<file path="src/rtl/ysyx_23060025_axi_xbar.sv">
// One-master, two-slave AXI4 crossbar.
//   Slave 0: SoC bus (default target).  Slave 1: CLINT (read-only).
// Each address is decoded once, at acceptance; the route stays locked until the burst completes.
// Writes that hit the CLINT are never forwarded: the data beats are sunk and SLVERR is returned.
// Ports:
//   clock, reset       - clock and asynchronous active-low reset
//   m_ar*/m_r*         - master read address / read data channels
//   m_aw*/m_w*/m_b*    - master write address / write data / write response channels
//   s0_*, s1_*         - slave-side channels (slave 1 has read channels only)
//   rd_busy, wr_busy   - read / write FSM not idle
module ysyx_23060025_axi_xbar #(
    parameter int unsigned         ADDR_LEN   = 32,
    parameter int unsigned         DATA_LEN   = 32,
    parameter logic [ADDR_LEN-1:0] CLINT_BASE = 32'h0200_0000,
    parameter logic [ADDR_LEN-1:0] CLINT_MASK = 32'hffff_0000
) (
    input  logic                  clock,
    input  logic                  reset,
    // master read
    input  logic [ADDR_LEN-1:0]   m_araddr,
    input  logic [7:0]            m_arlen,
    input  logic [2:0]            m_arsize,
    input  logic                  m_arvalid,
    output logic                  m_arready,
    output logic [DATA_LEN-1:0]   m_rdata,
    output logic [1:0]            m_rresp,
    output logic                  m_rlast,
    output logic                  m_rvalid,
    input  logic                  m_rready,
    // master write
    input  logic [ADDR_LEN-1:0]   m_awaddr,
    input  logic [7:0]            m_awlen,
    input  logic [2:0]            m_awsize,
    input  logic                  m_awvalid,
    output logic                  m_awready,
    input  logic [DATA_LEN-1:0]   m_wdata,
    input  logic [DATA_LEN/8-1:0] m_wstrb,
    input  logic                  m_wlast,
    input  logic                  m_wvalid,
    output logic                  m_wready,
    output logic [1:0]            m_bresp,
    output logic                  m_bvalid,
    input  logic                  m_bready,
    // slave 0 read
    output logic [ADDR_LEN-1:0]   s0_araddr,
    output logic [7:0]            s0_arlen,
    output logic [2:0]            s0_arsize,
    output logic                  s0_arvalid,
    input  logic                  s0_arready,
    input  logic [DATA_LEN-1:0]   s0_rdata,
    input  logic [1:0]            s0_rresp,
    input  logic                  s0_rlast,
    input  logic                  s0_rvalid,
    output logic                  s0_rready,
    // slave 1 read
    output logic [ADDR_LEN-1:0]   s1_araddr,
    output logic [7:0]            s1_arlen,
    output logic [2:0]            s1_arsize,
    output logic                  s1_arvalid,
    input  logic                  s1_arready,
    input  logic [DATA_LEN-1:0]   s1_rdata,
    input  logic [1:0]            s1_rresp,
    input  logic                  s1_rlast,
    input  logic                  s1_rvalid,
    output logic                  s1_rready,
    // slave 0 write
    output logic [ADDR_LEN-1:0]   s0_awaddr,
    output logic [7:0]            s0_awlen,
    output logic [2:0]            s0_awsize,
    output logic                  s0_awvalid,
    input  logic                  s0_awready,
    output logic [DATA_LEN-1:0]   s0_wdata,
    output logic [DATA_LEN/8-1:0] s0_wstrb,
    output logic                  s0_wlast,
    output logic                  s0_wvalid,
    input  logic                  s0_wready,
    input  logic [1:0]            s0_bresp,
    input  logic                  s0_bvalid,
    output logic                  s0_bready,
    // status
    output logic                  rd_busy,
    output logic                  wr_busy
);

    typedef enum logic [1:0] {RIdle, RAddr, RData} rstate_e;
    typedef enum logic [2:0] {WIdle, WAddr, WData, WResp, WEData, WEResp} wstate_e;

    rstate_e rstate_q, rstate_d;
    wstate_e wstate_q, wstate_d;

    logic                rst_done_q;
    logic [ADDR_LEN-1:0] ar_addr_q, aw_addr_q;
    logic [7:0]          ar_len_q, aw_len_q;
    logic [2:0]          ar_size_q, aw_size_q;
    logic                ar_tgt_q;  // 1: CLINT

    logic ar_fire, aw_fire, ar_hit, aw_hit;

    assign ar_hit  = (m_araddr & CLINT_MASK) == CLINT_BASE;
    assign aw_hit  = (m_awaddr & CLINT_MASK) == CLINT_BASE;
    assign ar_fire = m_arvalid & m_arready;
    assign aw_fire = m_awvalid & m_awready;

    always_ff @(posedge clock or negedge reset) begin
        if (!reset) begin
            rst_done_q <= 1'b0;
            rstate_q   <= RIdle;
            wstate_q   <= WIdle;
            ar_addr_q  <= '0;
            ar_len_q   <= '0;
            ar_size_q  <= '0;
            ar_tgt_q   <= 1'b0;
            aw_addr_q  <= '0;
            aw_len_q   <= '0;
            aw_size_q  <= '0;
        end else begin
            rst_done_q <= 1'b1;
            rstate_q   <= rstate_d;
            wstate_q   <= wstate_d;
            if (ar_fire) begin
                ar_addr_q <= m_araddr;
                ar_len_q  <= m_arlen;
                ar_size_q <= m_arsize;
                ar_tgt_q  <= ar_hit;
            end
            if (aw_fire) begin
                aw_addr_q <= m_awaddr;
                aw_len_q  <= m_awlen;
                aw_size_q <= m_awsize;
            end
        end
    end

    // AR fields are broadcast; only the selected slave sees arvalid.
    assign s0_araddr = ar_addr_q;
    assign s0_arlen  = ar_len_q;
    assign s0_arsize = ar_size_q;
    assign s1_araddr = ar_addr_q;
    assign s1_arlen  = ar_len_q;
    assign s1_arsize = ar_size_q;
    assign s0_awaddr = aw_addr_q;
    assign s0_awlen  = aw_len_q;
    assign s0_awsize = aw_size_q;

    assign rd_busy = rstate_q != RIdle;
    assign wr_busy = wstate_q != WIdle;

    // Read path
    always_comb begin
        rstate_d   = rstate_q;
        m_arready  = rst_done_q & (rstate_q == RIdle);
        s0_arvalid = 1'b0;
        s1_arvalid = 1'b0;
        s0_rready  = 1'b0;
        s1_rready  = 1'b0;
        m_rdata    = '0;
        m_rresp    = '0;
        m_rlast    = 1'b0;
        m_rvalid   = 1'b0;
        unique case (rstate_q)
            RIdle: if (ar_fire) rstate_d = RAddr;
            RAddr: begin
                if (ar_tgt_q) begin
                    s1_arvalid = 1'b1;
                    if (s1_arready) rstate_d = RData;
                end else begin
                    s0_arvalid = 1'b1;
                    if (s0_arready) rstate_d = RData;
                end
            end
            RData: begin
                if (ar_tgt_q) begin
                    m_rdata   = s1_rdata;
                    m_rresp   = s1_rresp;
                    m_rlast   = s1_rlast;
                    m_rvalid  = s1_rvalid;
                    s1_rready = m_rready;
                    if (s1_rvalid && m_rready && s1_rlast) rstate_d = RIdle;
                end else begin
                    m_rdata   = s0_rdata;
                    m_rresp   = s0_rresp;
                    m_rlast   = s0_rlast;
                    m_rvalid  = s0_rvalid;
                    s0_rready = m_rready;
                    if (s0_rvalid && m_rready && s0_rlast) rstate_d = RIdle;
                end
            end
            default: rstate_d = RIdle;
        endcase
    end

    // Write path; CLINT writes are absorbed locally in WEData/WEResp.
    always_comb begin
        wstate_d   = wstate_q;
        m_awready  = rst_done_q & (wstate_q == WIdle);
        s0_awvalid = 1'b0;
        s0_wdata   = '0;
        s0_wstrb   = '0;
        s0_wlast   = 1'b0;
        s0_wvalid  = 1'b0;
        s0_bready  = 1'b0;
        m_wready   = 1'b0;
        m_bresp    = '0;
        m_bvalid   = 1'b0;
        unique case (wstate_q)
            WIdle: if (aw_fire) wstate_d = aw_hit ? WEData : WAddr;
            WAddr: begin
                s0_awvalid = 1'b1;
                if (s0_awready) wstate_d = WData;
            end
            WData: begin
                s0_wdata  = m_wdata;
                s0_wstrb  = m_wstrb;
                s0_wlast  = m_wlast;
                s0_wvalid = m_wvalid;
                m_wready  = s0_wready;
                if (m_wvalid && s0_wready && m_wlast) wstate_d = WResp;
            end
            WResp: begin
                m_bvalid  = s0_bvalid;
                m_bresp   = s0_bresp;
                s0_bready = m_bready;
                if (s0_bvalid && m_bready) wstate_d = WIdle;
            end
            WEData: begin
                m_wready = 1'b1;
                if (m_wvalid && m_wlast) wstate_d = WEResp;
            end
            WEResp: begin
                m_bvalid = 1'b1;
                m_bresp  = 2'b10;
                if (m_bready) wstate_d = WIdle;
            end
            default: wstate_d = WIdle;
        endcase
    end

endmodule

</file>
<file path="config.mk">
export PLATFORM = sky130hd
export DESIGN_NAME = ysyx_23060025_axi_xbar
export DESIGN_NICKNAME = d
export VERILOG_FILES = /design/src/rtl/ysyx_23060025_axi_xbar.sv
export SDC_FILE = /design/constraint.sdc
export NUM_CORES = 1
export LEC_CHECK = 0
export ABC_AREA = 0
export CORE_AREA = 2 2 165 167
export CTS_CLUSTER_DIAMETER = 40
export DETAILED_ROUTE_END_ITERATION = 10
export DIE_AREA = 0 0 167 169
export DONT_BUFFER_PORTS = 1
export PLACE_DENSITY = 0.43
export SKIP_LAST_GASP = 1
export SYNTH_ARGS = -nofsm -noshare
export SYNTH_HDL_FRONTEND = slang
export SYNTH_SLANG_ARGS = --single-unit
</file>
<file path="constraint.sdc">
create_clock -name clock -period 2.08 [get_ports clock]
set_clock_uncertainty 0.2 [all_clocks]
set_input_delay 0.52 -clock clock [delete_from_list [all_inputs] [get_ports clock]]
set_output_delay 0.52 -clock clock [all_outputs]
set_load 0.01 [all_outputs]
</file>
Word-level counts from Yosys, hierarchy flattened
Index checks and enable logic that the tools add are counted.
{"block": "op_classes", "bitwise_logic": 4, "n_eq_ne": 20, "reduce_logical": 14, "muxes": 41}
{"cell": "32-bit 2-to-1 mux", "count": 3}
{"cell": "16-bit by 10-bit equality test with 1-bit output (second input constant)", "count": 2}
{"cell": "3-bit 2-to-1 mux", "count": 7}
{"cell": "2-bit 2-to-1 mux", "count": 9}
{"cell": "3-bit case mux with 6 select lines", "count": 1}
{"cell": "1-bit 2-to-1 mux", "count": 16}
{"cell": "2-bit != test (second input constant)", "count": 7}
{"cell": "3-bit != test (second input constant)", "count": 4}
{"cell": "1-bit logical AND", "count": 8}
{"cell": "3-bit by 2-bit equality test with 1-bit output (second input constant)", "count": 2}
{"cell": "3-bit equality test (second input constant)", "count": 2}
{"cell": "2-bit case mux with 3 select lines", "count": 1}
{"cell": "6-bit AND reduction", "count": 1}
{"cell": "5-bit AND reduction", "count": 1}
{"cell": "1-bit AND", "count": 4}
{"cell": "4-bit 2-to-1 mux", "count": 1}
{"cell": "1-bit case mux with 2 select lines", "count": 2}
{"cell": "2-bit case mux with 2 select lines", "count": 1}
{"cell": "3-bit by 1-bit equality test with 1-bit output (second input constant)", "count": 1}
{"cell": "3-bit logical NOT", "count": 1}
{"cell": "3-bit nonzero test", "count": 1}
{"cell": "2-bit by 1-bit equality test with 1-bit output (second input constant)", "count": 1}
{"cell": "2-bit equality test (second input constant)", "count": 1}
{"cell": "2-bit logical NOT", "count": 1}
{"cell": "2-bit nonzero test", "count": 1}
{"block": "word_totals", "wordCells": 89, "regBits": 93, "input_bits": 209}

Depth between registers and ports, before layout
{"block": "depth", "word_depth": 5, "depth_mapped": 6}

Worst setup path after synthesis
OpenSTA, ideal clock, no wires.
{"block": "synth_timing", "path_type": "reg-to-output", "startpoint": "reg wstate_q[0]", "endpoint": "out s0_wdata[21]", "t_required_ps": 1360, "setup_slack_ps": -88, "path_buffers": 3, "arrival_time_ps": 1448, "path_stages_with_launch": 6, "path_cell_list": "dfrtp_1 -> buf_2 -> nor3b_1 -> clkbuf_1 -> clkbuf_1 -> and2_1"}
{"block": "synth_between", "elab_chain_len": 2}
{"item": "start: declaration", "line": "89", "source": "wstate_e wstate_q, wstate_d;"}
{"item": "start signal: assignment", "line": "108", "source": "wstate_q <= WIdle;"}
{"item": "start signal: assignment", "line": "119", "source": "wstate_q <= wstate_d;"}
{"item": "3-bit by 2-bit equality test with 1-bit output", "line": "205", "source": "unique case (wstate_q)"}
{"item": "32-bit 2-to-1 mux", "line": "205"}
{"item": "end: declaration", "line": "72", "source": "output logic [DATA_LEN-1:0] s0_wdata,"}
No other way between the ends.

Worst setup path after layout
{"block": "layout_timing", "startpoint": "reg rstate_q[1]", "endpoint": "out m_rdata[24]"}
{"block": "layout_between", "elab_chain_len": 2}
{"item": "start: declaration", "line": "88", "source": "rstate_e rstate_q, rstate_d;"}
{"item": "start signal: assignment", "line": "107", "source": "rstate_q <= RIdle;"}
{"item": "start signal: assignment", "line": "118", "source": "rstate_q <= rstate_d;"}
{"item": "2-bit equality test", "line": "160", "source": "unique case (rstate_q)"}
{"item": "32-bit 2-to-1 mux", "line": "160"}
{"item": "end: declaration", "line": "25", "source": "output logic [DATA_LEN-1:0] m_rdata,"}
No other way between the ends.

==> results.txt <==
Worst path max stage delay -> 420 ps
Final-report max-slew violation count -> 0
TritonCTS buffer count -> 9
Synthesized area -> 0.004746 mm^2
Total track usage -> 10.63%
Post-synthesis cell count -> 481
Kind of critical path -> flop to output port
Largest fanout on the critical path -> 9
Vias in the first global route -> 3,709
Place WS -> 128.2 ps
Synth cell types -> 35
Clk_lat worst skew -> 340 ps
Syn_nets -> 690
DR DRC count -> 0
Post-route ant nets -> 0
Worst setup startpoint -> rstate_q[1]$_DFFE_PN0P_
Achievable Freq -> 0.4504 GHz
CP cell instances -> nand2b_4, nor2_4, buf_4, buf_16, a22o_4
Placed cells -> 770
Setup_tns -> -9649 ps
Final hold violation count -> 93
Final setup viols -> 82
Hold_ws -> -336.9 ps
Vert. Die Dim -> 169 um
Gpl congestion -> 0.7777
Pleak -> 2.790 nW
DP Wirelength -> 11,600 um
Violated checks -> hold timing, setup timing
Largest net degree at the start of global routing -> 94
Sw Share -> 40.33%
Crit path DAT -> 1500 ps
Slowest-stage cell, CP -> dfrtp_1
DRT iter0 DRCs -> 133
Area after detailed placement -> 0.004926 mm^2
Design area -> 0.006260 mm^2
Critical path capture point type -> output port
CTS tree -> yes
PortBufs -> 0
Initial core utilization -> 17.91%
Die width -> 167 um
First-pass GRT wire length -> 22,640 um
Total Power -> 9.653 mW
Final net count -> 688
Core area -> 0.02650 mm^2
Outcome -> finished, violations left
Share of post-route cells with drive strength above 1 -> 38.72%
Final Cycle Share -> 106.7%
Post-synth top flop -> dfrtp_1
Async set-reset flop share out of synthesis -> 100.0%
CTS clk-pin slew, worst paths -> 80 ps
Root Buffer Master -> clkbuf_16
Yosys Warn Count -> 0
Period minus WS final -> 2220 ps
Mapped Avg Cell Area -> 9.867 um^2
Hold Path Class -> input pin to asynchronous set/reset pin
RSZ-0062 raised after global routing -> true
Rows -> 60
Pwr Density -> 1542 mW/mm^2
I/O pin cnt -> 426
VDD IR max -> 0.5050 mV
Seq pwr share -> 43.2%
Worst-margin pin slew -> 548.5 ps
Switching pwr -> 3.893 mW
Critical Path RT -> 1360 ps
Antenna violations before repair -> 2
Crit path launch type -> flop
Combinational power share -> 36.2%
Final WS setup -> -140.2 ps
Clock Power Share -> 20.6%
Via count -> 3,553
Clock buffer depth -> 2
P&R area growth vs syn -> 31.90%
Seq/Total Area, Yosys -> 49.04%
Internal Power -> 5.760 mW
EDFF count, synth -> 0
Via density -> 4.312
Non-filler cells in the finished layout -> 824
Worst R2R Start -> rstate_q[0]$_DFFE_PN0P_
Number of diodes -> 0
Flip-flop and latch count after synthesis -> 93
Total global routing overflow -> 0
Slew headroom -> 63.10%
Wire per inst -> 20.26 um
Floorplan die area -> 0.02822 mm^2
Drt first pass iters -> 4
Clk sinks -> 93
Routed wire length -> 16,690 um
H-tree Lvls -> 3
Max-cap violations -> 0
routing by layer:
metal  up-vias  track usage, %  part of all wire, %  wire (um)
met1      1733           11.84                   38       6305
met2       227           18.32                   51       8532
met3        23           3.998                  8.6       1432
met4         4           4.348                  2.4        396
li1       1566               -                    -          -
met5         -               0                 0.16         27
registers in the layout (all words and copies together) (netlist names):
| name | cells |
|---|---|
| rstate_q | 2 |
| s0_arsize | 3 |
| rst_done_q | 1 |
| s0_arlen | 8 |
| s0_awsize | 3 |
| ar_tgt_q | 1 |
| s0_araddr | 32 |
| s0_awaddr | 32 |
| wstate_q | 3 |
| s0_awlen | 8 |
cell type report:
class	count	area, um^2
Clock buffer	9	225.2
Clock inverter	6	118.9
Fill cell	2858	20240
Inverter	5	25.02
Multi-Input combinational cell	314	2420
Sequential cell	93	2332
Tap cell	341	426.7
Timing Repair Buffer	56	711.9
final timing paths:
kind / cells after the start / slack (ps) / endpoint
min: 0 / -340 / s0_awaddr[23]$_DFFE_PN0P_
max reg2reg: 12 / -80 / rstate_q[1]$_DFFE_PN0P_
max in group asynchronous: 0 / 1880 / s0_araddr[1]$_DFFE_PN0P_
max: 5 / -140 / m_rdata[24]
min reg2reg: 1 / 380 / s0_awaddr[14]$_DFFE_PN0P_
min in group clock: 2 / 70 / s0_araddr[19]$_DFFE_PN0P_
timing repair:
action | 4_1_cts | 5_1_grt
gates cloned | 4 | 6
hold endpoints to repair | 93 | 93
setup buffers | 19 | 12
pin swaps | 26 | 21
resized for setup | 57 | 38
endpoints found under the setup margin | 85 | 89
cells by family after synthesis:
family | after synthesis | synth area share (%)
AND/OR/NAND/NOR | 217 | 21.01
flip-flops | 93 | 49.04
buffers and inverters | 74 | 10.15
AO/OA/AOI/OAI | 52 | 9.280
multiplexers | 44 | 10.44
other | 1 | 0.07902
synthesized netlist by cell type (2+ instances only):
cell type  instances  share of area [%]
nand2_1          139                 11
dfrtp_1           93                 49
and2_1            43                5.7
buf_4             43                6.8
mux2_2            42                 10
a22o_1            37                6.8
clkbuf_1          12               0.95
buf_2             10                1.1
nor2_1             9               0.71
nor4_1             7               0.92
inv_1              5               0.40
a21oi_1            4               0.42
buf_6              4               0.95
and3_1             3               0.40
nand2b_1           3               0.40
mux2_1             2               0.47
nand4_1            2               0.26
nor3b_1            2               0.32
nor4b_1            2               0.37
o21ai_0            2               0.21
o31ai_1            2               0.32
or3_1              2               0.26
worst max-delay path: cells and delay by family, from the launching register on:
family | cells | cell delay (ps)
and+or+nand+nor | 2 | 170
DFF | 1 | 420
buffers and inverters | 2 | 290
AOI/OAI and AO/OA | 1 | 260
through the flow:
step | hold slack, ps | util (%)
final | -336.9 | 23.62
after global routing | -367.5 | 23.62
after CTS | -372.6 | 22.08
after detailed placement | 26.42 | 18.59
after global placement | 26.76 | 18.59
after floorplan | 24.41 | -
cell usage in the layout, fill, tap and decap left out, types with 3 or more instances in the layout:
cell type and n:
and2_4 4, buf_16 4, dfrtp_2 4, bufinv_16 3, buf_4 28, and2_1 38
buf_6 13, a22o_4 36, nand2_1 136, buf_12 6, mux2_2 42, nand2_2 3
nor2_4 7, clkbuf_16 14, nor4_1 7, dfrtp_1 89, a21oi_2 3, nor2_1 3
power by group through the flow:
stage / clock network [mW] / logic, mW / registers (mW)
floorplan: 0 / 2.73 / 3.63
global placement: 0 / 2.31 / 4.21
detailed placement: 0 / 2.38 / 4.22
CTS: 2.09 / 3.15 / 4.21
global route: 2.15 / 3.80 / 4.30
finish: 1.99 / 3.50 / 4.17
No activity file was read; power rests on OpenSTA's default activity.
